==> src/rtl/reg_file_param.sv <==
// Parametrised register file: one synchronous write port, two registered read ports.
// Define REG_FILE_PARAM_WRITE_BYPASS_EN for write-before-read on same-address same-edge access.
module reg_file_param #(
    parameter int WIDTH  = 16,
    parameter int DEPTH  = 8,
    parameter int ADDR_W = 3
) (
    input  logic              clk,
    input  logic              rst_n,
    input  logic              wr_en,
    input  logic [ADDR_W-1:0] wr_addr,
    input  logic [WIDTH-1:0]  wr_data,
    input  logic              rd0_en,
    input  logic [ADDR_W-1:0] rd0_addr,
    output logic [WIDTH-1:0]  rd0_data,
    output logic              rd0_valid,
    input  logic              rd1_en,
    input  logic [ADDR_W-1:0] rd1_addr,
    output logic [WIDTH-1:0]  rd1_data,
    output logic              rd1_valid,
    output logic              addr_err
);

    // One extra bit so DEPTH itself (up to 2**ADDR_W) is representable.
    localparam logic [ADDR_W:0] DEPTH_L = (ADDR_W+1)'(DEPTH);

    logic [WIDTH-1:0] mem [DEPTH];

    logic             wr_inr;
    logic             rd0_inr;
    logic             rd1_inr;
    logic             wr_ok;
    logic [WIDTH-1:0] rd0_word;
    logic [WIDTH-1:0] rd1_word;

    // Addresses are never wrapped: anything at or above DEPTH is an error.
    assign wr_inr  = {1'b0, wr_addr}  < DEPTH_L;
    assign rd0_inr = {1'b0, rd0_addr} < DEPTH_L;
    assign rd1_inr = {1'b0, rd1_addr} < DEPTH_L;
    assign wr_ok   = wr_en && wr_inr;

    // rdN_valid is a one-cycle tag: high after an edge where rdN_en was sampled high,
    // meaning rdN_data was reloaded (with 0 for an out-of-range address). No backpressure.
    always_comb begin
        rd0_word = '0;
        rd1_word = '0;
        if (rd0_inr) rd0_word = mem[rd0_addr];
        if (rd1_inr) rd1_word = mem[rd1_addr];
`ifdef REG_FILE_PARAM_WRITE_BYPASS_EN
        if (rd0_inr && wr_ok && (wr_addr == rd0_addr)) rd0_word = wr_data;
        if (rd1_inr && wr_ok && (wr_addr == rd1_addr)) rd1_word = wr_data;
`else
        // Read-before-write: same-edge reads see the old contents of mem.
`endif
    end

    always_ff @(posedge clk) begin
        if (!rst_n) begin
            for (int i = 0; i < DEPTH; i++) mem[i] <= '0;
            rd0_data  <= '0;
            rd1_data  <= '0;
            rd0_valid <= 1'b0;
            rd1_valid <= 1'b0;
            addr_err  <= 1'b0;
        end else begin
            if (wr_ok) mem[wr_addr] <= wr_data;
            rd0_valid <= rd0_en;
            rd1_valid <= rd1_en;
            if (rd0_en) rd0_data <= rd0_word;
            if (rd1_en) rd1_data <= rd1_word;
            addr_err  <= (wr_en && !wr_inr) || (rd0_en && !rd0_inr) || (rd1_en && !rd1_inr);
        end
    end

endmodule
==> config.mk <==
export PLATFORM = sky130hd
export DESIGN_NAME = reg_file_param
export DESIGN_NICKNAME = d
export VERILOG_FILES = /design/src/rtl/reg_file_param.sv
export SDC_FILE = /design/constraint.sdc
export NUM_CORES = 1
export LEC_CHECK = 0
export CAP_MARGIN = 10
export CORE_MARGIN = 2
export CORE_UTILIZATION = 55
export DETAILED_ROUTE_END_ITERATION = 7
export PLACE_DENSITY = 0.76
export SYNTH_ARGS = -nofsm -noshare
export SYNTH_HDL_FRONTEND = slang
export SYNTH_SLANG_ARGS = --single-unit
export TNS_END_PERCENT = 5
==> constraint.sdc <==
create_clock -name clk -period 2.9 [get_ports clk]
set_input_delay 0.58 -clock clk [delete_from_list [all_inputs] [get_ports clk]]
set_output_delay 0.58 -clock clk [all_outputs]
set_load 0.005 [all_outputs]
==> flow_summary.ini, run 1 <==
[min_path]
min_path_type = flip-flop to flip-flop
hold_end = rd1_data[4]
number_of_cells_on_the_worst_hold_path = 2
min-delay-start = rd1_data[4]

[placement]
placed_cells = 861
finalWeightedCongestion = 0.908
pre_cts_ws_ns = 0.191
port_buffers = 63
dp_hpwl_um = 13200

[timing]
setup_viol = 0
setup_ws_ns = 0.610
worst_pin_slew_ns = 1.12
clock_skew_ns = 0.00611
slew_headroom_pct = 24.7
final.min_clock_period_ns = 2.29
report.final.hold_viol_count = 0
highest_attainable_clock_frequency_mhz = 437
number_of_pins_exceeding_their_max_slew_limit_in_the_final_report = 0
grt_setup_unrepaired = no
timing.setup.tns_ns = 0
final.period_utilization_pct = 79.0

[clock_tree]
clk-insertion-delay-late_ns = 0.43
clock_tree_from_tritoncts = built
h-tree-depth = 4
cts-resized-gates = 0
ctsHoldBuffers = 0
clock_sink_count = 162
clk_pin_slew_worst_paths_ns = 0.06
cts-root-buf = clkbuf_16
clock_tree.buffer_depth = 2
cts-buffers-inserted = 17
cts_post_setup_buffers_inserted = 0

[floorplan]
die_height_um = 125
die_width_um = 125
num_rows = 44
start_util_pct = 55.7
fp.coreArea_um2 = 14400
boundaryPins = 65
fp.dieArea_um2 = 15600

[detailed_routing]
post_drt_via_cell_ratio = 6.30
first_pass_iters = 7
routed_wire_length_per_instance_um = 24.0
final_antenna_net_count = 0
drt_drc_violations_left = 0
routed_wl_um = 21400
drt-initial-drc-count = 577
dr_total_vias = 5629

[synthesis]
synth_top_area_cell = edfxtp_1
syn_inst = 623
yosys_most_used_dff = edfxtp_1
synth_most_common_cell = and2_1
synth_fp_nets = 653
yosys_warnings = 0
syn-cell-area_um2 = 8040
average_cell_area_after_synthesis_um2 = 12.9
netlist_top_cells_area = edfxtp_1 48%, and2_1 10%, mux2_2 9.0%
synth.lib_cells_used.distinct = 27
synth.cells.most_frequent = 130 x and2_1, 128 x edfxtp_1, 64 x mux2_2, 64 x mux2i_1, 38 x o21ai_0
synth_enable_flop_cells = 128
asyncSetResetFlopFracSynth_pct = 0
seq_area_frac_synth_pct = 56.3
synth.ff_latch_count = 162
synth_largest_type_area_fraction_pct = 47.8

[final_layout]
final_nets = 726
syn_to_final_growth_pct = 17.8
fill_cells = 1083
post_layout_instance_count_excluding_filler_cells = 894
combined_area_of_the_multi_input_logic_cells_um2 = 3170
drive_above_1_share_pct = 19.2
seq_area_um2 = 4520

[global_route]
grt_start_max_net_pins = 65
global_route.usage.met2_pct = 45.3
first_global_vias = 5703
grt_first_pass_wirelength_um = 33000
met1_track_utilization_from_global_routing_pct = 37.4
grtUsageMet3_pct = 6.14
grtUsageTotal_pct = 28.4
antenna_violations_before_repair = 1
global_route.overflow_total = 0
grt-busiest-layer = met2

[setup_path]
timing.critical_path.fanout_max = 16
cp_slowest_stage_delay_ns = 0.93
rrSetupSlack_ns = 1.55
crit_slowest_cell = nor2_1
critical_path.cell_chain = clkdlybuf4s50_1, nand3b_1, nor2_1, and2_1
critical_r2r_launch = mem[5][10]
worst_r2r_endpoint = rd0_data[10]
cp_arrival_ns = 2.58
cp-start-kind = primary input
critPathCaptureType = flip-flop
timing.reg2reg.worst_path_depth = 4
ws_path_type = primary input to flip-flop
worstPathRequired_ns = 3.19

[run_status]
run_status = completed

[run]
maxCapViolCount = 0

[power_and_ir_drop]
vdd_drop_max_mv = 0.429
power_leakage_uw = 0.00355
power.density_nw_per_um2 = 603
-- per-layer routing --
layer / routed length (µm) / vias to the layer above / part of all wire, %
met5: 0 / - / 0
met4: 803 / 0 / 3.7
met3: 1760 / 69 / 8.2
met2: 10200 / 308 / 48
met1: 8650 / 2748 / 40
li1: - / 2504 / -
-- state kept, by name (all words and copies together), names as in the netlist --
name	count
rd1_valid	1
rd0_valid	1
mem	128
rd1_data	16
rd0_data	16
-- layout make-up --
cell class                 instances  area share, %
clock inverter                    10          0.991
clock buffer                      22           5.46
multi-input combinational        416           33.5
timing repair buffer              99           9.80
antenna                            1         0.0264
sequential                       162           47.8
tap                              184           2.43
-- worst max-delay path: cells and delay by family --
family	cells	cell delay (ns)
AND/OR/NAND/NOR	3	1.43
buffers and inverters	1	0.56
-- where the power goes --
group,internal [µW],total (µW),switching [µW]
clock network,1360,2260,909
logic,334,698,365
registers,2660,2740,82.1
total,4350,5710,1360
-- cells by family (layout without fill, tap and decap cells) --
logic type      count (synthesis)  count (layout)  share of synthesized area [%]
other cells                     1               2                         0.0467
compound gates                134             134                           10.8
buf+inv                        45             131                           4.23
flops                         162             162                           56.3
mux                           128             128                           16.9
simple gates                  153             153                           11.7
-- through the flow --
stage               power [µW]  util (%)  hold WS, ns  area (µm²)
floorplan                 3170         -        0.514        8040
global placement          3450      61.4        0.505        8860
detailed placement        3470      61.4        0.512        8860
CTS                       5700      65.6        0.532        9470
global route              5860      65.6        0.556        9470
finish                    5710      65.6        0.525        9470
-- placed cells by master, fill, tap and decap left out, types with 2 or more instances in the layout --
| master | netlist | final |
|---|---|---|
| clkinv_4 | 0 | 3 |
| nand2b_1 | 6 | 6 |
| o21ai_1 | 0 | 6 |
| o21ai_0 | 38 | 32 |
| a22oi_1 | 7 | 7 |
| mux2_2 | 64 | 64 |
| nor3_2 | 2 | 2 |
| a221o_1 | 25 | 25 |
| clkbuf_8 | 0 | 3 |
| inv_6 | 0 | 2 |
| and2_1 | 130 | 130 |
| nor2_1 | 8 | 8 |
| clkinv_2 | 0 | 4 |
| edfxtp_1 | 128 | 128 |
| buf_12 | 5 | 3 |
| buf_4 | 2 | 33 |
| clkdlybuf4s50_1 | 0 | 61 |
| mux2i_1 | 64 | 64 |
| clkbuf_16 | 0 | 19 |
| dfxtp_1 | 34 | 34 |
| nand2_1 | 3 | 3 |
| o221ai_1 | 7 | 7 |
| a21oi_1 | 32 | 32 |
| nor2b_1 | 2 | 2 |
| o22ai_1 | 25 | 25 |
| buf_2 | 2 | 2 |
-- how the worst max path moves through the flow --
stage | end | startpoint
after floorplan | mem[2][0] | wr_addr[0]
after global placement | mem[4][10] | rst_n
after detailed placement | mem[4][15] | rst_n
after CTS | mem[4][15] | rst_n
after global routing | mem[4][3] | rst_n
final | mem[4][3] | rst_n
Power figures use the tool's default switching activity.
==> run 2, diff against run 1 <==
Clock period 2.9 ns to 2.2 ns, I/O delays scaled along.
==> run 2 against run 1 <==
  * Sequential power grew 32%
  * Via count fell by 3.3%
  * Routed wire length is 7.6% lower
  * Utilization rose by 0.29 points
  * Sequential cell count stayed put
  * Non-clock buffer count increased by 2
  * Clock-buffer cell count decreased by 1
  * First-iteration DRC count shrank 0.87%
  * Global-route usage shrank 2.4 points
  * Critical path type unchanged
  * Largest power group unchanged
==> flow_summary.ini, run 2 (same netlist as run 1, synthesis figures left out) <==
[run_status]
run_status = completed

[clock_tree]
clk-insertion-delay-late_ns = 0.43
clock_sink_count = 162
cts-buffers-inserted = 17
h-tree-depth = 4
clk_pin_slew_worst_paths_ns = 0.06
ctsHoldBuffers = 0
clock_tree.buffer_depth = 2
cts-root-buf = clkbuf_16
clock_tree_from_tritoncts = built

[placement]
port_buffers = 63
finalWeightedCongestion = 0.899
pre_cts_ws_ns = -0.352
dp_hpwl_um = 13300

[power_and_ir_drop]
power.density_nw_per_um2 = 791
vdd_drop_max_mv = 0.613
power_leakage_uw = 0.00355

[timing]
grt_setup_unrepaired = no
setup_viol = 0
final.min_clock_period_ns = 2.08
setup_ws_ns = 0.119
worst_pin_slew_ns = 1.26
timing.setup.tns_ns = 0
slew_headroom_pct = 15.9
number_of_pins_exceeding_their_max_slew_limit_in_the_final_report = 0
highest_attainable_clock_frequency_mhz = 481
clock_skew_ns = 0.00720
report.final.hold_viol_count = 0
final.period_utilization_pct = 94.6

[setup_path]
rrSetupSlack_ns = 0.82
critical_r2r_launch = mem[7][1]
critPathCaptureType = flip-flop
cp_arrival_ns = 2.37
timing.critical_path.fanout_max = 16
ws_path_type = primary input to flip-flop
worstPathRequired_ns = 2.49
critPathLaunch = rst_n
cp-start-kind = primary input

[detailed_routing]
final_antenna_net_count = 0
routed_wl_um = 19800
drt-initial-drc-count = 572
first_pass_iters = 5
dr_total_vias = 5446
drt_drc_violations_left = 0
routed_wire_length_per_instance_um = 22.1
post_drt_via_cell_ratio = 6.08

[global_route]
first_global_vias = 5458
grt_first_pass_wirelength_um = 30800
global_route.overflow_total = 0
grtUsageTotal_pct = 26.1
antenna_violations_before_repair = 0
grt_start_max_net_pins = 54

[final_layout]
fill_cells = 1053
reg.largest.list = mem (128), rd0_data (16), rd1_data (16)
syn_to_final_growth_pct = 18.3
final_nets = 728
drive_above_1_share_pct = 19.4
seq_area_um2 = 4520
combined_area_of_the_multi_input_logic_cells_um2 = 3180
largest_register_ffs = 128
registers.top_by_ff_count = mem
leading_cell_type_in_the_layout_fill_and_taps_excluded = and2_1
most-common-layout-cells = 130 x and2_1, 128 x edfxtp_1, 64 x mux2_2, 64 x mux2i_1, 61 x clkdlybuf4s50_1
antenna_cells = 0

[min_path]
min-delay-start = rd1_data[13]
min_path_type = flip-flop to flip-flop

[floorplan]
die_width_um = 125
fp.dieArea_um2 = 15600
num_rows = 44
start_util_pct = 55.7
die_height_um = 125
fp.coreArea_um2 = 14400
boundaryPins = 65

[run]
maxCapViolCount = 0
==> run 2: cell types whose count changed in the layout (fill, tap and decap cells not counted), moves of 2 or more <==
cell | previous run | this run
bufinv_16 | 1 | 3
clkbuf_16 | 19 | 17
nor2_2 | 0 | 3
nor2_1 | 8 | 5
clkinv_4 | 3 | 0
buf_12 | 3 | 6
clkbuf_1 | 0 | 2
==> run 2: where the power goes <==
part / internal (µW) / switching, µW
sequential: 3510 / 103
clock: 1830 / 1150
combinational: 455 / 476
==> run 2: routing by layer <==
layer | global-route usage, % | share of wire [%]
met5 | 0 | 0
met4 | 8.37 | 1.7
met3 | 5.76 | 8.2
met2 | 42.2 | 48
met1 | 35.3 | 42
==> run 2: worst paths after layout <==
kind                        to  depth (start not counted)
setup / recovery    mem[3][11]                          4
hold / removal    rd1_data[13]                          2
setup reg to reg   rd1_data[1]                          4
hold reg to reg   rd1_data[13]                          2
==> run 2: timing repair <==
action | 4_1_cts | 5_1_grt
endpoints found under the setup margin | 0 | 33
setup buffers | 0 | 0
resized for setup | 0 | 3
==> run 2: critical path, cell delays in order <==
cell             delay, ns
clkdlybuf4s50_1       0.61
nand3_1               0.17
nor2_1                0.88
and2_1                0.26
==> run 2: per-stage QoR <==
step	util (%)	instances	power [µW]	area (µm²)	hold WS, ns
after floorplan	-	623	4180	8040	0.514
after global placement	61.8	863	4550	8910	0.504
after detailed placement	61.8	863	4580	8910	0.511
after CTS	65.9	895	7530	9500	0.527
after global routing	65.9	895	7750	9510	0.561
final	65.9	895	7520	9510	0.519
==> run 2: final cells by class <==
| cell class | instances | share of cell area, % |
|---|---|---|
| Clock buffer | 21 | 4.84 |
| Clock inverter | 11 | 1.42 |
| Multi-Input combinational cell | 416 | 33.4 |
| Sequential cell | 162 | 47.6 |
| Tap cell | 184 | 2.42 |
| Timing Repair Buffer | 101 | 10.3 |
==> run 3, diff against run 2 <==
Settings changed: CORE_ASPECT_RATIO set to 0.6.
==> run 3 against run 2 <==
  * Clock power hardly changed
  * Combinational power is 6.2% higher
  * Total power up 0.80%
  * Via count up 5.2%
  * Hold slack better by 0.0075 ns
  * Critical path depth up 1
  * Setup slack better by 0.045 ns
  * Maximum frequency increased by 2.2%
  * Highest routed layer unchanged
  * Non-clock buffer count increased by 17
  * Sequential share of layout area shrank 0.87 points
==> flow_summary.ini, run 3 (same netlist as run 1, synthesis figures left out) <==
[timing]
final.min_clock_period_ns = 2.04
highest_attainable_clock_frequency_mhz = 491
report.final.hold_viol_count = 0
final.period_utilization_pct = 92.5
worst_pin_slew_ns = 1.11
timing.setup.tns_ns = 0
slew_headroom_pct = 26.0
setup_ws_ns = 0.164
grt_setup_unrepaired = no
number_of_pins_exceeding_their_max_slew_limit_in_the_final_report = 0
clock_skew_ns = 0.00876
setup_viol = 0

[final_layout]
reg.largest.list = mem (128), rd0_data (16), rd1_data (16)
leading_cell_type_in_the_layout_fill_and_taps_excluded = and2_1
antenna_cells = 0
finish.instance_area_um2 = 9690
largest_register_ffs = 128
most-common-layout-cells = 130 x and2_1, 128 x edfxtp_1, 64 x mux2_2, 64 x mux2i_1, 61 x clkdlybuf4s50_1
registers.top_by_ff_count = mem
syn_to_final_growth_pct = 20.5
final_nets = 745
drive_above_1_share_pct = 21.2

[clock_tree]
clock_tree.buffer_depth = 2
h-tree-depth = 4
ctsHoldBuffers = 0
clk-insertion-delay-late_ns = 0.43
cts-root-buf = clkbuf_16
cts-resized-gates = 0
cts_post_setup_buffers_inserted = 0
clock_sink_count = 162
clk_pin_slew_worst_paths_ns = 0.07
cts-buffers-inserted = 17
clock_tree_from_tritoncts = built

[floorplan]
fp.dieArea_um2 = 15600
start_util_pct = 55.9
num_rows = 34
fp.coreArea_um2 = 14400
die_height_um = 97.6
boundaryPins = 65
die_width_um = 160

[placement]
finalWeightedCongestion = 0.931
pre_cts_ws_ns = -0.202
dp_hpwl_um = 15100
port_buffers = 63
placedInstanceArea_um2 = 9080

[global_route]
met1_track_utilization_from_global_routing_pct = 44.1
global_route.usage.met2_pct = 41.1
antenna_violations_before_repair = 1
first_global_vias = 5576
grt-busiest-layer = met1
grtUsageMet3_pct = 8.02
grtUsageTotal_pct = 29.3
grt_first_pass_wirelength_um = 33500
global_route.overflow_total = 0
grt_start_max_net_pins = 48

[setup_path]
worst-path-buf-inv = 2
cp-start-kind = primary input
critPathCaptureType = flip-flop
ws_path_type = primary input to flip-flop
crit_path_max_delay_family = simple AND/OR/NAND/NOR gates
worstPathRequired_ns = 2.49
crit_slowest_cell = nor2_1
rrSetupSlack_ns = 0.79
critical_path.cell_chain = clkdlybuf4s50_1, nand3b_1, buf_4, nor2_1, and2_1
cp_arrival_ns = 2.33
timing.critical_path.fanout_max = 16
cp_slowest_stage_delay_ns = 0.84

[detailed_routing]
final_antenna_net_count = 0
drt_drc_violations_left = 0
first_pass_iters = 5
dr_total_vias = 5728
routed_wire_length_per_instance_um = 23.8
routed_wl_um = 22100
post_drt_via_cell_ratio = 6.19
drt-initial-drc-count = 850

[power_and_ir_drop]
power_leakage_uw = 0.00366
vdd_drop_max_mv = 0.560
power.density_nw_per_um2 = 783

[run_status]
run_status = completed

[min_path]
min_path_type = flip-flop to flip-flop

[run]
maxCapViolCount = 0
run 3: layout make-up:
cell class / count / area [µm²]
multi-input combinational: 416 / 3170
timing repair buffer: 118 / 1150
sequential: 162 / 4520
tap: 198 / 248
fill: 1079 / 4690
clock inverter: 14 / 144
clock buffer: 18 / 450
run 3: path summary, 6_finish.rpt:
path / startpoint / end / cells past startpoint
min: rd0_data[2] / rd0_data[2] / 2
min reg2reg: rd0_data[2] / rd0_data[2] / 2
max reg2reg: mem[7][0] / rd1_data[0] / 4
max: rst_n / mem[6][10] / 5
run 3: layer usage:
| layer | wire (µm) | vias up |
|---|---|---|
| met5 | 0 | - |
| met2 | 9070 | 377 |
| met1 | 9610 | 2769 |
| li1 | - | 2543 |
| met4 | 411 | 0 |
| met3 | 2970 | 39 |
run 3: report_power, final:
part	leakage, µW	internal, µW	switching [µW]
logic	0.00186	480	511
clock network	0.000292	1670	1310
registers	0.00151	3510	114
total	0.00366	5650	1930
run 3: through the flow:
step / total power [µW] / util (%) / hold slack, ns / std cells
5_1_grt: 7780 / 67.4 / 0.573 / 926
4_1_cts: 7570 / 67.3 / 0.529 / 925
6_report: 7580 / 67.4 / 0.527 / 926
3_3_place_gp: 4610 / 63.2 / 0.506 / 893
3_5_place_dp: 4650 / 63.2 / 0.511 / 893
2_1_floorplan: 4180 / - / 0.514 / 623
run 3: worst reg2reg max path, stage by stage, from the launching register on:
cell,delay (ns)
edfxtp_1,0.39
mux2_2,0.27
o22ai_1,0.31
a221o_1,0.23
a21oi_1,0.09
